--- src/rtl/dcim_pkg.sv ---
// Shared definitions for the DCIM word-line driver: default geometry,
// plane-index width helper, the activation slot record and FSM states.
package dcim_pkg;

  localparam int DCIM_ACT_W = 8;
  localparam int DCIM_N_CH  = 8;

  // Width of a plane index: clog2 of the precision, never below 1 bit.
  function automatic int plane_idx_w(input int act_w);
    return (act_w > 1) ? $clog2(act_w) : 1;
  endfunction

  localparam int DCIM_PREC_W = plane_idx_w(DCIM_ACT_W) + 1;

  // One buffered activation vector; prec is already clamped to 1..ACT_W.
  typedef struct packed {
    logic [DCIM_N_CH*DCIM_ACT_W-1:0] act0;
    logic [DCIM_N_CH*DCIM_ACT_W-1:0] act1;
    logic                            sus;
    logic [DCIM_PREC_W-1:0]          prec;
  } dcim_slot_t;

  typedef enum logic {
    ST_IDLE   = 1'b0,
    ST_STREAM = 1'b1
  } dcim_state_t;

endpackage

--- src/rtl/dcim_bitplane_sel.sv ---
// Picks bit plane_idx out of every packed channel, one output bit per channel.
module dcim_bitplane_sel
  import dcim_pkg::*;
#(
  parameter int ACT_W = DCIM_ACT_W,
  parameter int N_CH  = DCIM_N_CH,
  parameter int IW    = plane_idx_w(DCIM_ACT_W)
) (
  input  logic [N_CH*ACT_W-1:0] act_flat,
  input  logic [IW-1:0]         plane_idx,
  output logic [N_CH-1:0]       plane_bits
);

  logic [ACT_W-1:0] ch;

  // Slice each channel, then index the requested bit position.
  always_comb begin
    plane_bits = '0;
    ch         = '0;
    for (int i = 0; i < N_CH; i++) begin
      ch            = act_flat[i*ACT_W +: ACT_W];
      plane_bits[i] = ch[plane_idx];
    end
  end

endmodule

--- src/rtl/dcim_rwlb_driver.sv ---
// Bit-serial activation sequencer feeding local_mac word lines: two vector
// slots (active + pending), LSB-first planes with first/last framing.
module dcim_rwlb_driver
  import dcim_pkg::*;
#(
  parameter  int ACT_W = DCIM_ACT_W,
  parameter  int N_CH  = DCIM_N_CH,
  localparam int IW    = plane_idx_w(ACT_W)
) (
  input  logic                  clk,
  input  logic                  rst_n,
  input  logic                  in_valid,
  output logic                  in_ready,
  input  logic [N_CH*ACT_W-1:0] in_act0,
  input  logic [N_CH*ACT_W-1:0] in_act1,
  input  logic                  in_sus,
  input  logic [IW:0]           in_prec,
  output logic [N_CH-1:0]       rwlb_row0,
  output logic [N_CH-1:0]       rwlb_row1,
  output logic                  sus,
  output logic                  plane_valid,
  input  logic                  plane_ready,
  output logic [IW-1:0]         plane_idx,
  output logic                  plane_first,
  output logic                  plane_last,
  output logic                  busy
);

  dcim_state_t     state;
  logic            pend_full;
  logic [IW-1:0]   idx;
  dcim_slot_t      act_slot;
  dcim_slot_t      pend_slot;
  dcim_slot_t      in_slot;
  logic            plane_on;
  logic            accept;
  logic            fire;
  logic            last_plane;
  logic            load_act_in;
  logic            load_act_pend;
  logic            load_pend;
  logic [N_CH-1:0] sel0;
  logic [N_CH-1:0] sel1;

  // Out-of-range precision (0 or above ACT_W) means full precision.
  function automatic logic [IW:0] clamp_prec(input logic [IW:0] p);
    if (p == '0 || p > (IW+1)'(ACT_W)) return (IW+1)'(ACT_W);
    return p;
  endfunction

  assign in_slot.act0 = in_act0;
  assign in_slot.act1 = in_act1;
  assign in_slot.sus  = in_sus;
  assign in_slot.prec = clamp_prec(in_prec);

  assign plane_on   = (state == ST_STREAM);
  assign accept     = in_valid & ~pend_full;
  assign fire       = plane_on & plane_ready;
  assign last_plane = ({1'b0, idx} == act_slot.prec - 1'b1);

  // Decide where an accepted vector lands and whether pending promotes.
  always_comb begin
    load_act_in   = 1'b0;
    load_act_pend = 1'b0;
    load_pend     = 1'b0;
    if (!plane_on) begin
      load_act_in = accept;
    end else if (fire && last_plane) begin
      if (pend_full) begin
        load_act_pend = 1'b1;
        load_pend     = accept;
      end else begin
        load_act_in = accept;
      end
    end else begin
      load_pend = accept;
    end
  end

  // Control state: FSM, plane counter and pending occupancy.
  always_ff @(posedge clk or negedge rst_n) begin
    if (!rst_n) begin
      state     <= ST_IDLE;
      pend_full <= 1'b0;
      idx       <= '0;
    end else begin
      if (load_act_in || load_act_pend) begin
        state <= ST_STREAM;
        idx   <= '0;
      end else if (fire && last_plane) begin
        state <= ST_IDLE;
        idx   <= '0;
      end else if (fire) begin
        idx <= idx + 1'b1;
      end
      if (load_pend) begin
        pend_full <= 1'b1;
      end else if (load_act_pend) begin
        pend_full <= 1'b0;
      end
    end
  end

  // Slot payloads; contents are only observed while the FSM streams.
  always_ff @(posedge clk) begin
    if (load_act_in) begin
      act_slot <= in_slot;
    end else if (load_act_pend) begin
      act_slot <= pend_slot;
    end
    if (load_pend) begin
      pend_slot <= in_slot;
    end
  end

  dcim_bitplane_sel #(.ACT_W(ACT_W), .N_CH(N_CH), .IW(IW)) u_sel_row0 (
    .act_flat   (act_slot.act0),
    .plane_idx  (idx),
    .plane_bits (sel0)
  );

  dcim_bitplane_sel #(.ACT_W(ACT_W), .N_CH(N_CH), .IW(IW)) u_sel_row1 (
    .act_flat   (act_slot.act1),
    .plane_idx  (idx),
    .plane_bits (sel1)
  );

  assign rwlb_row0   = plane_on ? sel0 : '0;
  assign rwlb_row1   = plane_on ? sel1 : '0;
  assign sus         = plane_on & act_slot.sus;
  assign plane_valid = plane_on;
  assign plane_idx   = plane_on ? idx : '0;
  assign plane_first = plane_on & (idx == '0);
  assign plane_last  = plane_on & last_plane;
  assign in_ready    = ~pend_full;
  assign busy        = plane_on | pend_full;

endmodule

--- config.mk ---
export PLATFORM = sky130hd
export DESIGN_NAME = dcim_rwlb_driver
export DESIGN_NICKNAME = d
export VERILOG_FILES = /design/src/rtl/dcim_pkg.sv /design/src/rtl/dcim_bitplane_sel.sv /design/src/rtl/dcim_rwlb_driver.sv
export SDC_FILE = /design/constraint.sdc
export NUM_CORES = 1
export LEC_CHECK = 0
export CAP_MARGIN = 10
export CORE_ASPECT_RATIO = 1.1
export CORE_UTILIZATION = 50
export DETAILED_ROUTE_END_ITERATION = 7
export PLACE_DENSITY_LB_ADDON = 0.2
export SLEW_MARGIN = 40
export SYNTH_ARGS = -nofsm -noshare
export SYNTH_HDL_FRONTEND = slang
export SYNTH_HIERARCHICAL = 1
export SYNTH_SLANG_ARGS = --single-unit
--- constraint.sdc ---
create_clock -name clk -period 14.1 [get_ports clk]
set_input_delay 2.115 -clock clk [delete_from_list [all_inputs] [get_ports clk]]
set_output_delay 2.115 -clock clk [all_outputs]
set_load 0.01 [all_outputs]
==> impl_results.md, run 1 <==
* P per Cell Area at approximately 190 mW/mm^2
* Syn_area_per_cell at ~21 sq um
* CTS sink count at between 200 and 300
* Switch Pwr at between 700 and 800 uW
* Cts repair resizes at 0
* Asr flop ratio synth at around 1.8%
* Routed length per placed instance at 20.25 um
* Residual DRC at 0
* Max-cap viol count at 0
* Final Skew at approximately 0.012 ns
* Register area share after synthesis at between 70% and 80%
* Worst slew pin tran at 0.8088 ns
* TritonCTS clock tree: built
* Vias in the first global route at between 5,000 and 6,000
* Area of the core at 0.02279 sq mm
* Number of stages on the worst setup path at 5
* Outcome: finished, final reports clean
* Root buf cell: clkbuf_16
* Slowest-stage cell, CP: dfrtp_2
* Layout cells sized above 1 at roughly 28%
* P&R area growth vs syn at 23.88%
* Yosys top cell by area: edfxtp_1
* WHS Path Cells at 1
* Worst slew margin at between 40% and 50%
* Pint at just under 2000 uW
* Worst Path Required at between 10 and 15 ns
* Clock tree buffer depth at 3
* Tmin final at 5.436 ns
* Synth warnings at 6
* Initial DRC Count at around 290
* IO Pins at around 160
* Pre-CTS setup slack at 8.122 ns
* Post-synth top cells: 266 x edfxtp_1, 79 x mux2_2, 70 x mux2_4
* Setup violators final at 0
* Pwr Total at 2701 uW
* Die height at approximately 160 um
* Area occupied by multi-input gates at ~0.0032 sq mm
* Drt pass-1 iters at 4
* Top cells by area, synth: edfxtp_1 69%, mux2_4 9.1%, mux2_2 7.7%, mux4_1 6.8%, and2_1 1.1%
* Fin. Hold Viols at 0
* Final nets at about 860
* Clk pwr share at between 20% and 30%
* Count leader, synth: edfxtp_1
* Peak VDD IR at between 0.1 and 0.15 mV
* First-pass GRT wire length at ~33,000 um
* Hpwl dp at roughly 13,000 um
* PortBufs at about 160
* Leakage power at slightly below 0.005 uW
* Crit-path max FO at 25
* Critical Path AT at approximately 3.3 ns
* Syn Nets at between 600 and 700
* Post-synth top area share at between 60% and 70%
* Largest net degree at the start of global routing at 83
* Register area at just over 0.008 sq mm
* Antenna diodes at 0
* Top delay family on crit path: buffers and inverters
* Initial Utilization at 50.75%
* Distinct cells, synth at 35
* Critical path's largest stage delay at 0.68 ns
* Final worst slack at about 8.7 ns
* Number of synthesized flops with an enable pin at approximately 270
* Skew-Pair Late Insertion Delay at between 0.5 and 0.6 ns
* Sw Ratio at between 20% and 30%
* Tot GR Track Use at 18.07%
* CP bufs+invs at 2
* Flop pwr share at a little under half
* Cells after Synth at ~550
* Dominant synthesized flop cell: edfxtp_1
* Period utilization at approximately two fifths
* Gr ovfl total at 0
* TritonCTS Buffers at 28
* Row count at 58
* Seq cells post-synth at around 270
* Combinational power share at 27.8%
* Fillers at 1,606
* Setup TNS at 0 ns
* Gpl congestion at between 0.8 and 0.9
* Routed wire length at around 21,000 um
* H-tree depth at 1
* Post-CTS setup buffers at 0
* Initial antenna violation count at 0
* Vias/cell at about 5.4
* Unrepaired setup endpoints after global routing: false
* Netlist Area Pre-Place at ~0.012 sq mm
* Clock transition at the registers of the reported paths at 0.06 ns
* Final number of max-transition violations at 0
* Antenna Nets Post-Route at 0
* CP Capture Type: output port
* Nature of the critical path startpoint: flop
* Die ar. at roughly 0.024 sq mm
* Cts hold-fix bufs at 0
* Min-delay worst type: reg -> reg
* Crit-path cells: buf_4, mux4_1, mux2_2, and2_1, clkdlybuf4s50_1
* Setup CP Type: reg -> out
* Die span in x at about 150 um
* Via count at about 5,600
* Peak Freq at between 150 and 200 MHz
* R2R depth at 6
[kinds of logic (layout without fill, tap and decap cells)]
kind of cell / Yosys count / in the layout / synth area share, %
DFF: 271 / 271 / 70.16
muxes: 181 / 181 / 23.99
AOI/OAI and AO/OA: 14 / 14 / 0.8331
adders and majority gates: 3 / 3 / 0.3246
buffers and inverters: 34 / 226 / 2.186
and+or+nand+nor: 41 / 41 / 2.164
xor gates and xnor gates: 3 / 3 / 0.3463
[registers in the layout, summed over array words and instances, names as in the netlist]
| name | count |
|---|---|
| act_slot | 133 |
| plane_valid | 1 |
| pend_full | 1 |
| pend_slot | 133 |
| idx | 3 |
[power groups by stage]
stage | clock [uW] | sequential [uW] | combinational [uW]
2_1_floorplan | 0 | 1260 | 494
5_1_grt | 766 | 1260 | 805
6_report | 717 | 1230 | 750
3_5_place_dp | 0 | 1260 | 765
3_3_place_gp | 0 | 1250 | 746
4_1_cts | 736 | 1240 | 767
[placed cells by master, fill, tap and decap left out, types with 2 or more instances in the layout]
master and n:
a32o_1 2, nor2b_1 5, clkbuf_1 7, buf_6 3, dfrtp_1 3, or2_2 2
nand2_1 3, ha_1 3, mux4_1 30, clkinv_2 5, bufinv_16 3, a21oi_1 4
edfxtp_1 266, a31oi_1 2, mux2_4 70, clkinvlp_4 2, buf_4 5, and2_1 20
clkbuf_16 29, o21ai_0 2, clkinv_1 5, mux4_2 2, clkdlybuf4s50_1 161, mux2_2 79
inv_1 6, and3_1 2
[metrics by stage]
step	utilization, %	cell area [sq um]	hold slack, ns	std cells
finish	62.87	14330	0.5421	1039
global route	62.87	14330	0.5564	1039
CTS	62.85	14320	0.5464	1039
detailed placement	58.90	13420	0.5332	988
global placement	58.85	13410	0.5284	988
floorplan	-	11560	0.5246	547
[layer usage]
metal  track usage, %  part of all wire [%]  vias to the layer above
li1                 -                     -                     2566
met4            4.592                   2.2                        0
met2            31.04                    50                      157
met5                0                     0                        -
met1            23.48                    42                     2828
met3            3.814                   5.7                       34
[final cells by class]
cell class	instances	share of cell area [%]
Clock buffer	36	5.249
Multi-Input combinational cell	242	22.52
Clock inverter	15	1.039
Timing Repair Buffer	169	11.75
Inverter	6	0.1572
Tap cell	300	2.620
Sequential cell	271	56.67
[path summary, 6_finish.rpt]
check                                               from                 endpoint  slack, ns
worst max-delay path                  idx[0]$_DFFE_PN0P_             rwlb_row0[1]       8.66
worst min-delay path            pend_slot[101]$_DFFE_PP_  act_slot[101]$_DFFE_PP_       0.54
worst max register to register        idx[0]$_DFFE_PN0P_  act_slot[132]$_DFFE_PP_       9.94
worst min register to register  pend_slot[101]$_DFFE_PP_  act_slot[101]$_DFFE_PP_       0.54
max in group asynchronous                          rst_n       idx[2]$_DFFE_PN0P_      12.08
min in group asynchronous                          rst_n    pend_full$_DFFE_PN0P_       1.81
Power figures use the tool's default switching activity.
==> run 2: changes to the inputs <==
Settings changed: CORE_UTILIZATION 50 to 49.
Clock period 14.1 ns to 4.4 ns, I/O delays scaled along.
==> run 2 against run 1 <==
Combinational power grew to 3.1 times the previous value. Sequential share of layout area shrank 0.12 points. Non-clock buffer count grew 3. Clock power grew to 3.1 times the previous value. Cell count grew 0.29%. Worst setup slack lost 8.0 ns. Worst hold slack lost 0.18 ns. Clock-buffer cell count shrank 3. Cell area grew 0.26%. Largest cell class unchanged. Wire length shrank 0.86%. Highest routed layer unchanged. Critical path type unchanged.
==> impl_results.md, run 2 (synthesis gave the netlist of run 1 again) <==
* Layout cells sized above 1 at 28.30% (+0.43 points)
* P per Cell Area at 598.9 mW/mm^2 (+220%)
* First-pass GRT wire length at 32,290 um (-1.7%)
* Initial Utilization at 50.27% (-0.48 points)
* Worst slew margin at 50.69% (+4.6 points)
* Cts hold-fix bufs at 0 (unchanged)
* Clock tree buffer depth at 3 (unchanged)
* Peak Freq at 269.7 MHz
* Crit-path cells: buf_4, mux4_1, mux2_2, and2_1, clkdlybuf4s50_1
* Critical path's largest stage delay at 0.79 ns (+0.11 ns)
* CTS sink count at 271 (unchanged)
* Die ar. at 0.02422 sq mm (+2.0%)
* P&R area growth vs syn at 24.20%
* CP bufs+invs at 2 (unchanged)
* Critical Path AT at 3.05 ns (-0.27 ns)
* Hpwl dp at 13,020 um (-1.8%)
* Final number of max-transition violations at 0 (unchanged)
* Worst slew pin tran at 0.7397 ns (-0.06913 ns)
* Biggest regs: act_slot (133), pend_slot (133), idx (3)
* Die span in x at 148.5 um (+1.0%)
* Gpl congestion at 0.7687 (-4.6%)
* Nature of the critical path startpoint: flop
* Slowest-stage cell, CP: dfrtp_4
* Tot GR Track Use at 17.55% (-0.52 points)
* Gr ovfl total at 0 (unchanged)
* IO Pins at 162 (unchanged)
* Routed length per placed instance at 20.02 um (-1.1%)
* Largest net degree at the start of global routing at 134 (+61%)
* Period utilization at a little over four fifths
* Vias in the first global route at 5,911 (-1.2%)
* Outcome: finished, final reports clean
* Clock transition at the registers of the reported paths at 0.06 ns (about the same)
* Max-cap viol count at 0 (unchanged)
* Setup CP Type: reg -> out
* Peak VDD IR at 0.4815 mV (+330%)
* Via count at 5,565 (-0.36%)
* TritonCTS clock tree: built
* Area of the core at 0.02300 sq mm (+0.96%)
* CP Capture Type: output port
* H-tree depth at 1 (unchanged)
* Initial DRC Count at 366 (+28%)
* Setup violators final at 0 (unchanged)
* Fin. Hold Viols at 0 (unchanged)
* Crit-path max FO at 32 (+28%)
* Die height at 163.1 um (+1.0%)
* Worst Path Required at 3.74 ns (-8.24 ns)
* Most common cell after layout, fill and taps aside: edfxtp_1
* Leakage power at 0.004875 uW (+0.38%)
* Tmin final at ~3.7 ns
* Root buf cell: clkbuf_16
* Post-CTS setup buffers at 0 (unchanged)
* Unrepaired setup endpoints after global routing: false
* Antenna Nets Post-Route at 0 (unchanged)
* Top delay family on crit path: multiplexers
* Vias/cell at 5.341 (-0.64%)
* PortBufs at 161 (unchanged)
* Residual DRC at 0 (unchanged)
* Commonest cells after routing, fill and taps aside: 266 x edfxtp_1, 161 x clkdlybuf4s50_1, 79 x mux2_2, 70 x mux2_4, 30 x mux4_1
* Cts repair resizes at 0 (unchanged)
* Routed wire length at 20,860 um (-0.86%)
* Skew-Pair Late Insertion Delay at 0.53 ns (about the same)
* Antenna diodes at 0 (unchanged)
* Initial antenna violation count at 0 (unchanged)
* Setup TNS at 0 ns (unchanged)
* Drt pass-1 iters at 4 (unchanged)
* Min-delay worst type: in -> async
* TritonCTS Buffers at 29 (+3.6%)
* Row count at 58 (unchanged)
* Final nets at 862 (+0.47%)
* Post-layout util at 62.43% (-0.43 points)
* Final Skew at 0.01747 ns (+0.005925 ns)
==> run 2: cell count changes in the layout (fill, tap and decap cells not counted) <==
cell / change
clkinv_1: +3
buf_4: +2
buf_12: +4
clkinvlp_4: -1
clkinv_2: +2
clkbuf_1: -3
dfrtp_1: -1
buf_6: -3
bufinv_16: -1
dfrtp_4: +1
==> run 2: path summary, 6_finish.rpt <==
kind                            slack [ns]  cells past startpoint                startpoint                        to
worst max-delay path                  0.69                      5        idx[0]$_DFFE_PN0P_              rwlb_row1[5]
worst min-delay path                  0.36                      1                     rst_n        idx[0]$_DFFE_PN0P_
worst max register to register        1.44                      5        idx[2]$_DFFE_PN0P_  pend_slot[124]$_DFFE_PP_
worst min register to register        0.54                      1  pend_slot[117]$_DFFE_PP_   act_slot[117]$_DFFE_PP_
max in group asynchronous             3.80                      1                     rst_n        idx[2]$_DFFE_PN0P_
min in group clk                      0.54                      1  pend_slot[117]$_DFFE_PP_   act_slot[117]$_DFFE_PP_
==> run 2: worst register-to-register path, stage by stage (launching register included) <==
cell and delay, ns:
dfrtp_4 0.77, xnor3_1 0.45, and2_4 0.19, nand3_1 0.20, and3_4 0.54, buf_4 0.44
==> run 2: power breakdown <==
group          switching, uW  internal (uW)
logic                   1030           1330
clock network            928           1310
registers                325           3680
==> run 2: layer usage <==
layer	global-route usage [%]	vias to the layer above	wire, um
li1	-	2580	-
met1	23.68	2803	9207
met2	29.52	150	10270
met3	2.877	32	983
met4	4.780	0	399
met5	0	-	0
==> run 2: cell type report <==
cell class / count / area (sq um)
inverters: 6 / 22.52
repair buffers: 172 / 1744
multi-input cells: 242 / 3226
well taps: 300 / 375.4
clock inverters: 18 / 132.6
flip-flops and latches: 271 / 8122
fillers: 1625 / 8642
clock buffers: 33 / 740.7
==> run 2: per-stage QoR <==
stage,total power (uW),hold slack (ns),setup slack [ns],instances,instance area [sq um]
final,8602,0.3648,0.6923,1042,14360
after global routing,9012,0.3532,0.5712,1042,14360
after CTS,8730,0.3482,0.6295,1042,14360
after detailed placement,6479,0.5329,1.154,991,13490
after global placement,6399,0.5321,1.015,991,13480
after floorplan,5480,0.3644,0.4932,547,11580
